**src/rtl/bus_pkg.sv**
```systemverilog
// Shared bus definitions for the serial read path.
// Holds the read opcode, slave FSM encoding and default widths.
package bus_pkg;

    localparam logic [1:0] INSTR_READ = 2'b11;

    localparam int DEF_DATA_W  = 8;
    localparam int DEF_BURST_W = 12;

    typedef enum logic [2:0] {
        IDLE,
        FETCH,
        WAIT_RDY,
        SHIFT,
        GAP,
        DONE
    } state_t;

endpackage

```
**src/rtl/slave_out_piso.sv**
```systemverilog
// Parallel-in serial-out shifter, LSB first.
// Tracks the bit position and flags the final bit of a byte.
module piso_shifter #(
    parameter int DATA_W = 8
) (
    input  logic              clk,
    input  logic              reset,
    input  logic              load,
    input  logic [DATA_W-1:0] din,
    input  logic              shift,
    output logic              dout,
    output logic              last
);

    localparam int CNT_W = (DATA_W > 1) ? $clog2(DATA_W) : 1;

    logic [DATA_W-1:0] sr;
    logic [CNT_W-1:0]  cnt;

    assign dout = sr[0];
    assign last = (cnt == CNT_W'(DATA_W - 1));

    always_ff @(posedge clk) begin
        if (reset) begin
            sr  <= '0;
            cnt <= '0;
        end else if (load) begin
            sr  <= din;
            cnt <= '0;
        end else if (shift) begin
            sr  <= sr >> 1;
            cnt <= last ? '0 : cnt + CNT_W'(1);
        end
    end

endmodule

```
**src/rtl/slave_out.sv**
```systemverilog
// Slave read-return path: fetches burst bytes from memory
// and serializes each one to the master, LSB first.
module slave_out
    import bus_pkg::*;
#(
    parameter int DATA_W  = DEF_DATA_W,
    parameter int BURST_W = DEF_BURST_W
) (
    input  logic               clk,
    input  logic               reset,
    input  logic               tx_done,
    input  logic [1:0]         instruction,
    input  logic [BURST_W-1:0] burst_num,
    input  logic               master_ready,
    input  logic [DATA_W-1:0]  mem_data,
    input  logic               mem_valid,
    output logic               mem_req,
    output logic [BURST_W-1:0] mem_offset,
    output logic               slave_valid,
    output logic               rx_data,
    output logic               slave_done,
    output logic               busy
);

    state_t state;
    state_t next;

    logic [BURST_W-1:0] idx;
    logic [BURST_W-1:0] total;
    logic [BURST_W:0]   idx_nxt;
    logic               more;
    logic               req_sent;
    logic               load;
    logic               shift;
    logic               last;
    logic               bit_out;

    // one extra bit so a full-scale burst never wraps the compare
    assign idx_nxt = {1'b0, idx} + {{BURST_W{1'b0}}, 1'b1};
    assign more    = idx_nxt < {1'b0, total};

    always_comb begin
        next  = state;
        load  = 1'b0;
        shift = 1'b0;
        unique case (state)
            IDLE: begin
                if (tx_done && instruction == INSTR_READ)
                    next = FETCH;
            end
            FETCH: begin
                if (mem_valid) begin
                    load = 1'b1;
                    next = WAIT_RDY;
                end
            end
            WAIT_RDY: begin
                if (master_ready)
                    next = SHIFT;
            end
            SHIFT: begin
                shift = 1'b1;
                if (last)
                    next = more ? GAP : DONE;
            end
            GAP:     next = FETCH;
            DONE:    next = IDLE;
            default: next = IDLE;
        endcase
    end

    always_ff @(posedge clk) begin
        if (reset) begin
            state    <= IDLE;
            idx      <= '0;
            total    <= '0;
            req_sent <= 1'b0;
        end else begin
            state    <= next;
            req_sent <= (state == FETCH) && (next == FETCH);
            if (state == IDLE && next == FETCH) begin
                idx   <= '0;
                total <= (burst_num == '0) ? BURST_W'(1) : burst_num;
            end
            if (state == SHIFT && last && more)
                idx <= idx_nxt[BURST_W-1:0];
        end
    end

    piso_shifter #(
        .DATA_W (DATA_W)
    ) u_piso (
        .clk   (clk),
        .reset (reset),
        .load  (load),
        .din   (mem_data),
        .shift (shift),
        .dout  (bit_out),
        .last  (last)
    );

    assign mem_req     = (state == FETCH) && !req_sent;
    assign mem_offset  = idx;
    assign slave_valid = (state == SHIFT);
    assign rx_data     = slave_valid & bit_out;
    assign slave_done  = (state == DONE);
    assign busy        = (state != IDLE);

endmodule

```
**config.mk**
```make
export PLATFORM = sky130hd
export DESIGN_NAME = slave_out
export DESIGN_NICKNAME = d
export VERILOG_FILES = /design/src/rtl/bus_pkg.sv /design/src/rtl/slave_out_piso.sv /design/src/rtl/slave_out.sv
export SDC_FILE = /design/constraint.sdc
export NUM_CORES = 1
export LEC_CHECK = 0
export ABC_CLOCK_PERIOD_IN_PS = 2800
export BUFFER_PORTS_ARGS = -buffer_cell sky130_fd_sc_hd__buf_2
export CORE_MARGIN = 4
export CORE_UTILIZATION = 45
export DETAILED_ROUTE_END_ITERATION = 8
export PLACE_DENSITY = 0.81
export SLEW_MARGIN = 20
export SYNTH_ARGS = -nofsm -noshare
export SYNTH_HDL_FRONTEND = slang
export SYNTH_SLANG_ARGS = --single-unit
export TNS_END_PERCENT = 100
```
**constraint.sdc**
```tcl
create_clock -name clk -period 2.8 [get_ports clk]
set_input_delay 0.28 -clock clk [delete_from_list [all_inputs] [get_ports clk]]
set_output_delay 0.28 -clock clk [all_outputs]
set_load 0.05 [all_outputs]
```
==> Word-level counts from Yosys, hierarchy flattened <==
Index checks and enable logic that the tools add are counted.
{ "totals": {"output_inout_bits": 17, "in_bits": 27, "regBits": 39, "wordCells": 46} }
{ "classes": {"bitwise": 1, "n_mux": 15, "order_cmp": 1, "n_reduce_logical": 13, "add_sub_neg": 2, "n_eq_ne": 8} }
{ "ops": {"columns": ["cell", "n"], "rows": [
  ["$mux W12", 3],
  ["$mux W8", 2],
  ["$mux W3", 5],
  ["$pmux W3 S5", 1],
  ["$add A12 B1 Y13 const B", 1],
  ["$lt A13 B12 Y1", 1],
  ["$logic_not A12 Y1", 1],
  ["$eq A3 B3 Y1 const B", 3],
  ["$eq A3 B1 Y1 const B", 2],
  ["$eq A3 B2 Y1 const B", 2],
  ["$logic_and A1 B1 Y1", 6],
  ["$mux W1", 4],
  ["$reduce_bool A2 Y1", 2],
  ["$add A3 B1 Y3 const B", 1],
  ["$logic_not A3 Y1", 1],
  ["$reduce_bool A3 Y1", 1],
  ["$eq A2 B2 Y1 const B", 1],
  ["$reduce_or A2 Y1", 1],
  ["$and A1 B1 Y1", 1],
  ["$logic_not A1 Y1", 1]
]} }

==> Longest topological paths before layout <==
{ "logic_depth": {"depth_word": 9, "depth_mapped": 13, "ltp_nobuf": 12} }

==> Hierarchy <==
A second synthesis with hierarchy kept.
{ "unflattened": {"cells_unflattened": 252, "area_unflattened_um2": 2193.4} }
{ "by_module_without_submodules": {"columns": ["module", "area_per_inst_um2", "cells_each", "seq_area_each_um2", "instances"], "rows": [
  ["slave_out", 1682.9, 204, 560.5, 1],
  ["piso_shifter", 510.5, 48, 220.2, 1]
]} }

==> Worst setup path before layout <==
Ideal clock, no wire load.
{ "synth_path": {"path_type": "register to register", "start": "register idx[0] (netlist: mem_offset[0])", "end": "register idx[0] (netlist: mem_offset[0])", "stages_incl_launch_ff": 13, "arrival_ns": 2.906, "setup_time_ns": 0.145, "required_ns": 2.655, "path_buffers": 1, "path_slack_ns": -0.251, "synth_period_minus_slack_ns": 3.051, "cell_sequence": "dfxtp_1 ha_1 nand3_2 nor2_2 and3_1 xor2_1 ha_1 a21o_1 a221oi_4 o211ai_4 buf_4 nand4b_1 o31ai_1"} }
{ "synth_between": {"elab_chain_len": 8, "elab_cells_between_ends": 10, "cone_classes": "add/sub (1); order compare (1); eq/ne (1); mux (4); reduce/logical (3)"} }
{ "synth_rtl": {"columns": ["element", "line", "rtl"], "rows": [
  ["from (decl)", "slave_out.sv:28", "logic [BURST_W-1:0] idx;"],
  ["from (signal assigned)", "slave_out.sv:86", "idx <= idx_nxt[BURST_W-1:0];"],
  ["$add A12 B1 Y13 *", "slave_out.sv:39", "assign idx_nxt = {1'b0, idx} + {{BURST_W{1'b0}}, 1'b1};"],
  ["$lt A13 B12 Y1", "slave_out.sv:40", "assign more = idx_nxt < {1'b0, total};"],
  ["$mux W1", "slave_out.sv:64", "next = more ? GAP : DONE;"],
  ["$mux W3", "slave_out.sv:63", "if (last)"],
  ["$pmux W3 S5", "slave_out.sv:46", "unique case (state)"],
  ["$eq A3 B1 Y1", "slave_out.sv:81", "if (state == IDLE && next == FETCH) begin"],
  ["$logic_and A1 B1 Y1", "slave_out.sv:81", null],
  ["$reduce_bool A2 Y1 (no source line)", null, null]
]} }
Mark *: on every way between the ends. The rest lies on a longest branch, timed or not.
A chain may end at the register's enable or synchronous reset.

==> Worst setup path in the final report <==
{ "layout_path": {"start": "register idx[1] (netlist: mem_offset[1])", "end": "register idx[2] (netlist: mem_offset[2])"} }
The elaborated chain is that of the path after synthesis.

==> results_dict.tcl <==
set metrics [dict create \
    netlist.area_leader.share 0.356 \
    antenna_cells 0 \
    drc 0 \
    hold_class "primary input to register" \
    grt_pass1_wl_mm 8.91 \
    yosys.area_share.simple 0.273 \
    overflow 0 \
    setup_viol 0 \
    clock_sinks 39 \
    cts-root-buf "clkbuf_8" \
    dr_total_vias 2111 \
    synth_warnings 0 \
    synth_top_family_by_area "simple AND/OR/NAND/NOR gates" \
    rows 25 \
    cp.arrival_ns 2.94 \
    avgSynthCellArea_um2 8.08 \
    final_area_um2 2770 \
    ff2ff_path_depth 13 \
    post_dp_cell_area_um2 2420 \
    synth_compound_gate_area_share 0.186 \
    max-vdd-ir-drop_mv 0.213 \
    worst_pin_slew_ns 0.924 \
    grt_pass1_vias 1997 \
    dpl.cell_count 370 \
    crit_type "register to register" \
    fin_tns_setup_ns 0 \
    yosysTopAreaCell "dfxtp_1" \
    final_max_slew_viol_count 0 \
    fillers 415 \
    via_per_inst 5.45 \
    relSlewSlack 0.384 \
    synth.most_common_cell "nand2_1" \
    fin_crit_ns 2.73 \
    wl_mm 5.64 \
    drive_above_1_share 0.300 \
    cp_max_fo 6 \
    synthTopCellsByArea "dfxtp_1 36%, a21oi_1 8.5%, ha_1 8.0%, nand2_1 7.0%, nand3_1 3.4%" \
    required_ns 3.01 \
    gpl.final_weighted_congestion 0.741 \
    power_mw 1.26 \
    grt_max_degree 41 \
    multi_input_area_um2 1390 \
    ys.flop_type "dfxtp_1" \
    gr-usage-all-layers 0.183 \
    synth_enable_flop_cells 0 \
    finalHoldViolCount 0 \
    final_cells 387 \
    synth_seq_cells 39 \
    finClkSkew_ns 0.00611 \
    total_leakage_power_nw 1.17 \
    synth_commonest_cells "41 x nand2_1, 39 x dfxtp_1, 37 x a21oi_1" \
    startpoint_type "register" \
    drv_cap 0 \
    wire_per_inst_um 14.6 \
    start_util 0.464 \
    die_w_um 77.8 \
    synth.distinct_cells 44 \
    hold_depth 2 \
    status "finished clean" \
    fin_ws_ns 0.0731 \
    place_ws_ns -0.0601 \
    clock_latency_ns 0.30 \
    synth_cells 271 \
    max-clock-path-buffers 2 \
    nets 360 \
    fin_util 0.587 \
    portBuffers 43 \
    power.density_nw_per_um2 455 \
    synth_xor_area_frac 0.0160 \
    first_pass_iters 4 \
    dieArea_um2 6050 \
    synth_nets 312 \
    antenna_left 0 \
    syn2layout_area_growth_pct 26.6 \
    htree_levels 2 \
    fin_crit_sh 0.974 \
    fp.dieH_um 77.8 \
    critPathCaptureType "register" \
    drt-initial-drc-count 145 \
    fmax_mhz 367 \
    cts_made_buffers 5 \
    fin_hold_ws_ns 0.184 \
    path_clk_slew_ns 0.08 \
    cts_tree "built" \
    ios 44 \
    async_flop_share 0 \
    antenna_found_initial 0 \
    ff_latch_area_um2 806 \
    synth_mux_area_frac 0.0143 \
    synth_adder_area_share 0.0800 \
    dp_hpwl_mm 3.54 \
    coreArea_um2 4720 \
    ys_seq_area_frac 0.356 \
    syn_area_um2 2190 \
    hold_buffers 0 \
]
layout make-up:
class	count	share of cell area
flip-flops and latches	39	0.291
clock inverters	2	0.0217
repair buffers	53	0.111
clock buffers	6	0.0262
inverters	14	0.0190
well taps	67	0.0302
multi-input cells	206	0.502
layer usage:
metal  vias to the layer above  GRT usage  wire length, um  share of wire
li1                       1044          -                -              -
met1                       996      0.208             2300           0.41
met2                        57      0.324             2860           0.51
met3                        14     0.0418              317          0.056
met4                         0     0.0819              156          0.028
met5                         -          0                0              0
cells in the final DEF (no fill, tap or decap), types with 3 or more instances in the layout:
cell type / instances
buf_2: 43
nand2_1: 41
a21oi_1: 35
dfxtp_1: 31
nor2_1: 16
inv_1: 14
nand3_1: 13
ha_1: 13
nor3_1: 9
buf_4: 8
nand2b_1: 6
a22oi_1: 6
dfxtp_4: 6
or2_2: 5
clkbuf_8: 5
and2_1: 4
o211ai_4: 4
o21bai_1: 4
nand3_2: 3
xor2_1: 3
nor4_1: 3
and3_1: 3
a21o_1: 3
o21ai_0: 3
flip-flops by register name (all words and copies together), names as in the netlist:
register,flops
total,12
req_sent,1
u_piso.sr,8
u_piso.cnt,3
state,3
mem_offset,12
final timing paths:
check	startpoint	to	slack (ns)
worst min-delay path	mem_valid	req_sent	0.18
worst max register to register	mem_offset[1]	mem_offset[2]	0.07
worst max-delay path	mem_offset[1]	mem_offset[2]	0.07
worst min register to register	total[4]	total[4]	0.46
kinds of logic (layout without fill, tap and decap cells):
logic type	Yosys count	count (layout)
and+or+nand+nor	119	119
DFF	39	39
AOI/OAI and AO/OA	63	66
buffers and inverters	29	75
xor gates and xnor gates	4	4
adders and majority gates	14	14
muxes	3	3
where the power goes:
group          leakage (nW)  switching (mW)  internal, mW
clock                0.0654           0.202         0.356
sequential            0.321         0.00844         0.560
combinational         0.787          0.0816        0.0534
critical path: stages, from the launching register on:
cell and delay [ns]:
dfxtp_4 0.38, ha_4 0.14, nand3_2 0.12, buf_4 0.17, and2_1 0.17, or2_2 0.30, ha_1 0.27, nor2_1 0.04
nor3_2 0.22, a21oi_4 0.11, buf_12 0.15, o211ai_4 0.23, nand3_1 0.13, a21oi_1 0.20
repair_timing:
action	4_1_cts	5_1_grt
setup buffers	1	5
cloned	2	1
endpoints found under the hold margin	0	0
setup endpoints to repair	12	13
resized for setup	4	22
pin swaps	2	12
No activity file was read; power rests on OpenSTA's default activity.
